File: config.mk
export PLATFORM = sky130hd
export DESIGN_NAME = axis_pkt_tx
export DESIGN_NICKNAME = d
export VERILOG_FILES = /design/src/rtl/axis_pkt_tx.sv
export SDC_FILE = /design/constraint.sdc
export NUM_CORES = 1
export LEC_CHECK = 0
export CAP_MARGIN = 10
export CORE_UTILIZATION = 30
export CTS_CLUSTER_DIAMETER = 150
export DETAILED_ROUTE_END_ITERATION = 16
export MAX_ROUTING_LAYER = met4
export SLEW_MARGIN = 10
export SYNTH_ARGS = -nofsm -noshare
export SYNTH_HDL_FRONTEND = slang
export SYNTH_SLANG_ARGS = --single-unit
File: constraint.sdc
create_clock -name aclk -period 6.1 [get_ports aclk]
set_input_delay 1.525 -clock aclk [delete_from_list [all_inputs] [get_ports aclk]]
set_output_delay 1.525 -clock aclk [all_outputs]
set_load 0.03 [all_outputs]
File: src/rtl/axis_pkt_tx.sv
// axis_pkt_tx
// Store-and-forward AXI4-Stream packet transmitter. A local producer writes
// words (with an end-of-packet flag) into a circular buffer; a packet only
// becomes visible on the master port once its last word has been stored, so
// m_tvalid never drops in the middle of a packet.
//
// Optional feature macro: AXIS_PKT_TX_ABORT_EN
//   When defined, adds the wr_abort input which discards the uncommitted
//   partial packet by pulling wr_ptr back to the commit boundary.
//
// Parameters:
//   DATA_WIDTH  width of wr_data / m_tdata
//   DEPTH       buffer depth in words (power of 2, >= 4)
//   CNT_W       derived width of pointers, occupancy and packet counter
//
// Ports:
//   aclk, aresetn          clock, asynchronous active-low reset
//   wr_en/wr_data/wr_last  producer write interface
//   wr_abort               (AXIS_PKT_TX_ABORT_EN only) drop partial packet
//   wr_full                buffer holds DEPTH words
//   overflow               sticky: a write was attempted while full
//   m_tvalid/m_tready/m_tdata/m_tlast  AXI4-Stream master
//   pkt_count              committed packets not yet fully sent
//   occupancy              words in buffer, including an uncommitted partial
module axis_pkt_tx #(
    parameter  int DATA_WIDTH = 32,
    parameter  int DEPTH      = 16,
    localparam int CNT_W      = $clog2(DEPTH) + 1
) (
    input  logic                  aclk,
    input  logic                  aresetn,
    input  logic                  wr_en,
    input  logic [DATA_WIDTH-1:0] wr_data,
    input  logic                  wr_last,
`ifdef AXIS_PKT_TX_ABORT_EN
    input  logic                  wr_abort,
`endif
    output logic                  wr_full,
    output logic                  overflow,
    output logic                  m_tvalid,
    input  logic                  m_tready,
    output logic [DATA_WIDTH-1:0] m_tdata,
    output logic                  m_tlast,
    output logic [CNT_W-1:0]      pkt_count,
    output logic [CNT_W-1:0]      occupancy
);

    localparam int             AW        = $clog2(DEPTH);
    localparam logic [CNT_W-1:0] DEPTH_CNT = CNT_W'(DEPTH);
    localparam logic [CNT_W-1:0] ONE       = CNT_W'(1);

    // Each entry holds {last, data}.
    logic [DATA_WIDTH:0] mem [DEPTH];

    // Pointers carry one extra wrap bit so that full and empty differ.
    logic [CNT_W-1:0] wr_ptr;
    logic [CNT_W-1:0] cm_ptr;
    logic [CNT_W-1:0] rd_ptr;

    logic             abort;
    logic             wr_accept;
    logic             rd_hs;
    logic [DATA_WIDTH:0] rd_entry;
    logic             pkt_inc;
    logic             pkt_dec;

`ifdef AXIS_PKT_TX_ABORT_EN
    assign abort = wr_abort;
`else
    assign abort = 1'b0;
`endif

    assign occupancy = wr_ptr - rd_ptr;
    assign wr_full   = (occupancy == DEPTH_CNT);

    // Abort wins over a same-cycle write; that write is discarded too.
    assign wr_accept = wr_en && !wr_full && !abort;

    // Only committed words are visible, which keeps valid stable mid-packet.
    assign m_tvalid  = (rd_ptr != cm_ptr);
    assign rd_entry  = mem[rd_ptr[AW-1:0]];
    assign m_tdata   = rd_entry[DATA_WIDTH-1:0];
    assign m_tlast   = rd_entry[DATA_WIDTH];
    assign rd_hs     = m_tvalid && m_tready;

    assign pkt_inc   = wr_accept && wr_last;
    assign pkt_dec   = rd_hs && m_tlast;

    // Storage array needs no reset: entries are only read once committed.
    always_ff @(posedge aclk) begin
        if (wr_accept) begin
            mem[wr_ptr[AW-1:0]] <= {wr_last, wr_data};
        end
    end

    always_ff @(posedge aclk or negedge aresetn) begin
        if (!aresetn) begin
            wr_ptr    <= '0;
            cm_ptr    <= '0;
            rd_ptr    <= '0;
            overflow  <= 1'b0;
            pkt_count <= '0;
        end else begin
            if (abort) begin
                wr_ptr <= cm_ptr;
            end else if (wr_accept) begin
                wr_ptr <= wr_ptr + ONE;
                // The commit boundary moves to just past the last word.
                if (wr_last) begin
                    cm_ptr <= wr_ptr + ONE;
                end
            end

            if (rd_hs) begin
                rd_ptr <= rd_ptr + ONE;
            end

            // Any write attempt against a full buffer is recorded, even one
            // that an abort would have discarded anyway.
            if (wr_en && wr_full) begin
                overflow <= 1'b1;
            end

            case ({pkt_inc, pkt_dec})
                2'b10:   pkt_count <= pkt_count + ONE;
                2'b01:   pkt_count <= pkt_count - ONE;
                default: pkt_count <= pkt_count;
            endcase
        end
    end

endmodule

==> Implementation_results.wiki, run 1 <==
{| class="wikitable"
! Metric !! Value
|-
| Class of the worst hold path || flop to flop
|-
| Maximum number of pins on one net before global-route repair || 61
|-
| Yosys cell types || 30
|-
| Filler cells || 6353
|-
| Compound-cell area share of the yosys netlist || 0.3955%
|-
| Main combinational cell family by area after synthesis || multiplexers
|-
| Number of flip-flops and latches in the synthesized netlist || 549
|-
| Via Count || 9323
|-
| Syn nets || 927
|-
| DRC errors left || 0
|-
| Hold Startpoint || overflow$_DFFE_PN0P_
|-
| Fraction of synthesized area in multiplexers || 17.74%
|-
| Share of layout cells above drive strength 1 || 27.30%
|-
| PostCTS Resize Cnt || 0
|-
| Horizontal die dimension || 267.8 µm
|-
| Crit-path most repeated cell || mux4_2
|-
| Critical path peak fanout || 44
|-
| DP Cell Count || 1878
|-
| Total internal power || 8.433 mW
|-
| Worst hold path depth || 1
|-
| TritonCTS clock tree || built
|-
| Adder and majority gate portion of the synthesized area || 0.9563%
|-
| # rows || 97
|-
| Chip height || 267.8 µm
|-
| Post-CTS clock slew at the launch and capture registers of the worst setup and hold paths || 0.06 ns
|-
| Number of H-tree levels || 2
|-
| Vias per cell || 4.716
|-
| Psw || 3.932 mW
|-
| DRC marker count from the first detailed-route iteration || 782
|-
| Die area || 71720 µm²
|-
| Worst Max-Slew Pin Slew || 1.030 ns
|-
| Number of buffers inserted by hold repair at cts || 0
|-
| First-pass iteration count of the detailed router || 4
|-
| Switching share of total power || 31.80%
|-
| Total number of nets in the final design || 1044
|-
| Number of non-filler instances in the completed layout || 1977
|-
| Critical Path Max Stage Delay || 1.05 ns
|-
| Post-synth design cell area || 21200 µm²
|-
| Final design instance area without fill || 24870 µm²
|-
| Leakage power total || 7.788 nW
|-
| Core Region || 70030 µm²
|-
| Cell with the largest stage delay on the worst path || dfrtp_4
|-
| Number of endpoints failing setup at the final stage || 0
|-
| Final hold vios || 0
|-
| Global-route congestion overflow total || 0
|-
| CP endpoint kind || output port
|-
| GRT Resource Usage Total || 13.67%
|-
| Worst R2R Start || rd_ptr[0]$_DFFE_PN0P_
|-
| Sequential-to-total area share from yosys stat || 77.28%
|-
| Combinational share of power || 34.6%
|-
| Synth Flop Type || edfxtp_1
|-
| Reg-to-reg slack, setup || 1.89 ns
|-
| Clock buffers created by TritonCTS || 52
|-
| Critical path data required time || 4.58 ns
|-
| PortBufs || 82
|-
| Multi-input gate area in the final layout || 4541 µm²
|-
| Placed cell areas || 23200 µm²
|-
| Signed area change from the synthesized netlist to the final layout || 17.33%
|-
| Fraction of registers with async set/reset || 3.825%
|-
| Largest voltage drop on the vdd net || 246.1 µV
|-
| Area taken by flip-flops and latches || 16390 µm²
|-
| Setup skew after layout || 0.02558 ns
|-
| CTS max path bufs || 3
|-
| Number of maximum-capacitance violations || 0
|-
| Xor and xnor area share after synthesis || 1.033%
|-
| HPWL Detailed || 25000 µm
|-
| Min Clock Period, post-route || 5.359 ns
|-
| Crit Path Class || flop to output port
|-
| Simple-gate portion of the synthesized area || 1.151%
|-
| Number of antenna violations at the first check in global routing || 6
|-
| Result of the run || finished clean
|-
| Arrival time reported for the critical path endpoint || 3.83 ns
|-
| Post-CTS Setup Bufs || 0
|-
| DRT Wirelength || 46780 µm
|-
| Crit start category || flop
|-
| Number of cell instances on the worst register-to-register path || 18
|-
| Final number of max-transition violations || 0
|-
| Antenna Violating Nets Remaining || 0
|-
| Post-Syn Instances || 875
|-
| Final routed wire length divided by cell count || 23.66 µm
|-
| Ys Warns || 0
|-
| Power Density || 497.2 nW/µm²
|-
| Setup TNS || 0 ns
|-
| Top Ports || 83
|-
| Max Fclk || 186.6 MHz
|-
| CTS Root Buffer Type || clkbuf_16
|-
| TritonCTS sink count || 549
|-
| Synthesized area per cell || 24.22 µm²
|-
| Final estimated routing congestion in global placement || 0.7191
|-
| Top post-synthesis cells by area || edfxtp_1 75%, mux4_2 18%, dfrtp_1 2.5%
|-
| Fraction of synthesized cell area taken by the top area cell type || 74.80%
|-
| Setup repair after global routing missed its margin || no
|-
| Worst slew slack as a fraction of its limit || 31.35%
|-
| Clock latency on the worst-skew pair || 0.59 ns
|-
| Terminating pin of the worst hold path || overflow$_DFFE_PN0P_
|-
| Reg2Reg Capture Point || pkt_count[4]$_DFFE_PN0P_
|-
| Via count of the first global-routing pass || 9996
|-
| Initial Utilization || 30.27%
|-
| Largest area contributor in the synthesized netlist || edfxtp_1
|-
| List of cells traversed by the critical path || buf_12 > mux4_2 > mux4_2 > clkdlybuf4s50_1
|-
| Clk pwr share || 25.7%
|-
| Sequential fraction of design power || 39.7%
|-
| Post-route clock period utilization || 87.85%
|-
| Number of enable-type register cells in the synthesized netlist || 528
|-
| Global-route wire length before repair || 68860 µm
|}
-- sequential cells by signal, indices dropped and copies added, names as in the netlist --
name and count:
mem 528, cm_ptr 5, pkt_count 5, rd_ptr 5
wr_ptr 5, overflow 1
-- cells by family (layout without fill, tap and decap cells) --
kind of cell    after synthesis  count (layout)
compound gates               15              15
xor+xnor                     25              25
fa+ha+maj                    15              15
buf+inv                      57             215
flops                       549             549
mux                         169             169
other cells                   0               4
simple gates                 45              45
-- Yosys cell counts (all sizes together), types with 4 or more instances --
cell,n
ha,13
nor2,4
buf,29
clkbuf,14
xnor2,15
edfxtp,528
and3,17
dfrtp,21
mux2,4
o21ai,5
a21oi,6
xor2,10
inv,14
mux4,165
nand2,9
-- power by group through the flow --
stage          Combinational, mW  Sequential, mW  Clock [mW]
3_3_place_gp                4.35            4.97           0
5_1_grt                     4.56            4.96        3.39
4_1_cts                     4.39            4.92        3.24
2_1_floorplan               3.04            4.82           0
3_5_place_dp                4.38            5.00           0
6_report                    4.27            4.91        3.18
-- cell type report --
class                      count  share of cell area (%)
inverter                      14                  0.2113
timing repair buffer         106                   4.176
antenna                        4                 0.04025
sequential                   549                   65.90
clock buffer                  60                   5.353
tap                          940                   4.729
clock inverter                35                   1.333
multi-input combinational    269                   18.26
-- stage by stage --
stage / hold WS, ns / util [%] / setup WS (ns) / power, mW
after floorplan: 0.4782 / - / 0.7352 / 7.859
after global placement: 0.4405 / 33.13 / 1.248 / 9.326
after detailed placement: 0.4480 / 33.13 / 1.245 / 9.378
after CTS: 0.4623 / 35.50 / 0.6307 / 12.55
after global routing: 0.4959 / 35.51 / 0.5370 / 12.91
final: 0.4621 / 35.51 / 0.7409 / 12.36
-- critical path, delay by kind of cell, from the launching register on --
family                 cells  cell delay [ns]
flip-flops                 1             1.05
buffers and inverters      2             1.07
multiplexers               2             1.10
-- worst max path at each step --
stage | cells after the start | from | to
2_1_floorplan | 8 | rd_ptr[2]$_DFFE_PN0P_ | mem[15][0]$_DFFE_PP_
3_3_place_gp | 4 | rd_ptr[0]$_DFFE_PN0P_ | m_tdata[31]
3_5_place_dp | 4 | rd_ptr[0]$_DFFE_PN0P_ | m_tdata[31]
4_1_cts | 4 | rd_ptr[0]$_DFFE_PN0P_ | m_tdata[31]
5_1_grt | 4 | rd_ptr[0]$_DFFE_PN0P_ | m_tdata[31]
6_report | 4 | rd_ptr[0]$_DFFE_PN0P_ | m_tdata[23]
-- placed cells by master, fill, tap and decap left out, drive strengths merged, types with 9 or more instances in the layout --
master | Yosys | final
and3 | 17 | 17
buf | 29 | 24
clkbuf | 14 | 60
clkdlybuf4s50 | 0 | 82
clkinv | 0 | 25
dfrtp | 21 | 21
edfxtp | 528 | 528
ha | 13 | 13
inv | 14 | 17
mux4 | 165 | 165
nand2 | 9 | 9
xnor2 | 15 | 15
xor2 | 10 | 10
-- metal layers --
layer / GRT usage (%) / wire length (µm) / up-vias
met3: 2.291 / 1926 / 47
met2: 23.93 / 25110 / 178
met1: 16.55 / 19110 / 5127
met4: 2.950 / 637 / 0
li1: - / - / 3971
met5: - / 0 / -
(Power assumes the default switching activity.)
==> inputs of run 2 (changes only) <==
- GPL_ROUTABILITY_DRIVEN: default -> 0
- SETUP_SLACK_MARGIN: default -> 0.5
==> results of run 2 <==
No change in the layout: final DEF, timing and power equal those of run 1.
==> inputs of run 3 (changes only) <==
- clock period: 6.1 -> 5.2 ns (I/O delays scaled with it)
==> run 3 against run 2 <==
Effect of this change: setup slack worse by 0.14 ns; sequential cell count stayed put; first-iteration DRC count is 8.7% higher; sequential power up 15%; critical endpoint is now m_tdata[22].
==> Implementation_results.wiki, run 3 (synthesis gave the netlist of run 1 again) <==
{| class="wikitable"
! Metric !! Value
|-
| Commonest non-fill, non-tap cell in the layout || edfxtp_1
|-
| Crit Path Class || flop to output port
|-
| Filler cells || 6354 (+0.016%)
|-
| Share of layout cells above drive strength 1 || 28.15% (+0.85 points)
|-
| Chip height || 267.8 µm (unchanged)
|-
| DP Cell Count || 1888 (+0.53%)
|-
| Worst R2R Start || rd_ptr[0]$_DFFE_PN0P_
|-
| Post-CTS clock slew at the launch and capture registers of the worst setup and hold paths || 0.06 ns (about the same)
|-
| Crit-path most repeated cell || mux4_2
|-
| HPWL Detailed || 25070 µm (+0.30%)
|-
| Via Count || 9318 (-0.054%)
|-
| Critical path data required time || 3.90 ns (-0.68 ns)
|-
| Amount of wire on met2 after detailed routing || 24080 µm (-4.1%)
|-
| Top Ports || 83 (unchanged)
|-
| DRC errors left || 0 (unchanged)
|-
| Via count of the first global-routing pass || 9853 (-1.4%)
|-
| DRC marker count from the first detailed-route iteration || 850 (+8.7%)
|-
| Leakage power total || 7.920 nW (+1.7%)
|-
| # rows || 97 (unchanged)
|-
| Largest register FFs || 528 (unchanged)
|-
| Number of antenna violations at the first check in global routing || 4 (-2)
|-
| Number of buffers inserted by hold repair at cts || 0 (unchanged)
|-
| Max Fclk || 217.5 MHz
|-
| Total number of nets in the final design || 1057 (+1.2%)
|-
| Critical Path Max Stage Delay || 0.62 ns (-0.43 ns)
|-
| Arrival time reported for the critical path endpoint || 3.30 ns (-0.53 ns)
|-
| CTS Root Buffer Type || clkbuf_16
|-
| Power consumption || 14.80 mW (+20%)
|-
| Die area || 71720 µm² (unchanged)
|-
| Final routed wire length divided by cell count || 23.40 µm (-1.1%)
|-
| Most frequent cells in the layout || 528 x edfxtp_1, 165 x mux4_2, 81 x clkdlybuf4s50_1
|-
| Reg2Reg Capture Point || pkt_count[4]$_DFFE_PN0P_
|-
| Critical path peak fanout || 28 (-36%)
|-
| Number of maximum-capacitance violations || 0 (unchanged)
|-
| Initial Utilization || 30.27% (unchanged)
|-
| Worst slew slack as a fraction of its limit || 33.48% (+2.1 points)
|-
| Result of the run || finished clean
|-
| Final hold vios || 0 (unchanged)
|-
| DRT Wirelength || 46610 µm (-0.35%)
|-
| Signed area change from the synthesized netlist to the final layout || 18.44%
|-
| Worst Max-Slew Pin Slew || 0.9947 ns (-0.03500 ns)
|-
| List of cells traversed by the critical path || bufbuf_16 > mux4_2 > mux4_2 > clkdlybuf4s50_1
|-
| First-pass iteration count of the detailed router || 6 (+2)
|-
| Met1 Routed Length || 19590 µm (+2.5%)
|-
| Min Clock Period, post-route || 4.598 ns
|-
| CP endpoint kind || output port
|-
| Terminating pin of the worst hold path || overflow$_DFFE_PN0P_
|-
| Number of H-tree levels || 2 (unchanged)
|-
| Core utilization of the finished layout || 35.85% (+0.34 points)
|-
| Clock latency on the worst-skew pair || 0.60 ns (about the same)
|-
| Largest voltage drop on the vdd net || 297.8 µV (+21%)
|-
| Class of the worst hold path || flop to flop
|-
| Highest layer used for signal routing || met4
|-
| Setup TNS || 0 ns (unchanged)
|-
| Global-route congestion overflow total || 0 (unchanged)
|-
| TritonCTS clock tree || built
|-
| Number of non-filler instances in the completed layout || 1992 (+0.76%)
|-
| Horizontal die dimension || 267.8 µm (unchanged)
|-
| Crit start category || flop
|-
| Setup repair after global routing missed its margin || no
|-
| Core Region || 70030 µm² (unchanged)
|-
| TritonCTS sink count || 549 (unchanged)
|-
| Setup skew after layout || 0.01747 ns (-0.008110 ns)
|-
| Post-route clock period utilization || 88.42%
|-
| CTS max path bufs || 3 (unchanged)
|-
| GRT Resource Usage Total || 13.62% (-0.050 points)
|-
| Number of endpoints failing setup at the final stage || 0 (unchanged)
|-
| Detailed-routed wire length on met3 || 2091 µm (+8.6%)
|-
| Global-route wire length before repair || 68120 µm (-1.1%)
|-
| Maximum number of pins on one net before global-route repair || 56 (-8.2%)
|-
| Vias per cell || 4.678 (-0.81%)
|-
| Power Density || 589.3 nW/µm² (+19%)
|-
| Clock buffers created by TritonCTS || 52 (unchanged)
|-
| PortBufs || 82 (unchanged)
|-
| Reg-to-reg slack, setup || 1.32 ns (-0.57 ns)
|-
| Hold Startpoint || overflow$_DFFE_PN0P_
|-
| Antenna Violating Nets Remaining || 0 (unchanged)
|-
| Final number of max-transition violations || 0 (unchanged)
|-
| Number of cell instances on the worst register-to-register path || 18 (unchanged)
|-
| Cell with the largest stage delay on the worst path || clkdlybuf4s50_1
|-
| Worst hold path depth || 1 (unchanged)
|}
==> run 3: changes by cell type in the layout (fill, tap and decap cells not counted), moves of 2 or more <==
cell / delta
buf_6: +3
clkinv_1: -6
clkbuf_1: +8
clkinv_2: -2
buf_4: +8
bufinv_16: +3
==> run 3: area by class of cell <==
cell class              count  area (µm²)  area share (%)
repair buffers            119        1186           4.725
well taps                 940        1176           4.685
clock inverters            28       364.1           1.450
inverters                  14       52.55          0.2093
clock buffers              69        1386           5.522
flip-flops and latches    549       16390           65.28
diodes                      4       10.01         0.03987
multi-input cells         269        4541           18.09
==> run 3: layer usage <==
metal | vias to the layer above | GRT usage (%)
met3 | 52 | 2.373
met1 | 5092 | 17.09
li1 | 3982 | -
met5 | - | -
met4 | 0 | 4.293
met2 | 192 | 22.48
==> run 3: how the worst max path moves through the flow <==
stage                          startpoint                    to  slack [ns]  cells after the start
detailed placement  rd_ptr[0]$_DFFE_PN0P_               m_tlast        0.89                      4
finish              rd_ptr[0]$_DFFE_PN0P_           m_tdata[22]        0.60                      4
global route        rd_ptr[0]$_DFFE_PN0P_           m_tdata[16]        0.50                      4
global placement    rd_ptr[0]$_DFFE_PN0P_               m_tlast        0.91                      4
CTS                 rd_ptr[0]$_DFFE_PN0P_           m_tdata[22]        0.54                      4
floorplan           rd_ptr[2]$_DFFE_PN0P_  mem[15][0]$_DFFE_PP_        0.90                      8
==> run 3: metrics by stage <==
| step | cell area [µm²] | setup slack, ns | hold slack, ns |
|---|---|---|---|
| final | 25110 | 0.6021 | 0.4601 |
| after floorplan | 21200 | 0.8992 | 0.4782 |
| after global routing | 25110 | 0.5018 | 0.4936 |
| after detailed placement | 23270 | 0.8871 | 0.4477 |
| after global placement | 23270 | 0.9086 | 0.4386 |
| after CTS | 25100 | 0.5360 | 0.4631 |
==> run 3: timing repair <==
item	CTS	global route
endpoints found under the setup margin	31	0
buffers inserted	2	0
resized for setup	6	0
==> run 3: power by group <==
group	internal, mW	leakage [nW]	switching (mW)
Combinational	2.44	2.06	2.80
Clock	2.32	0.850	1.60
Sequential	5.40	5.01	0.233
==> run 3: worst max-delay path: cells and delay by family, from the launching register on <==
family / cells / cell delay [ns]
multiplexers: 2 / 1.04
buffers and inverters: 2 / 1.06
flip-flops: 1 / 0.58
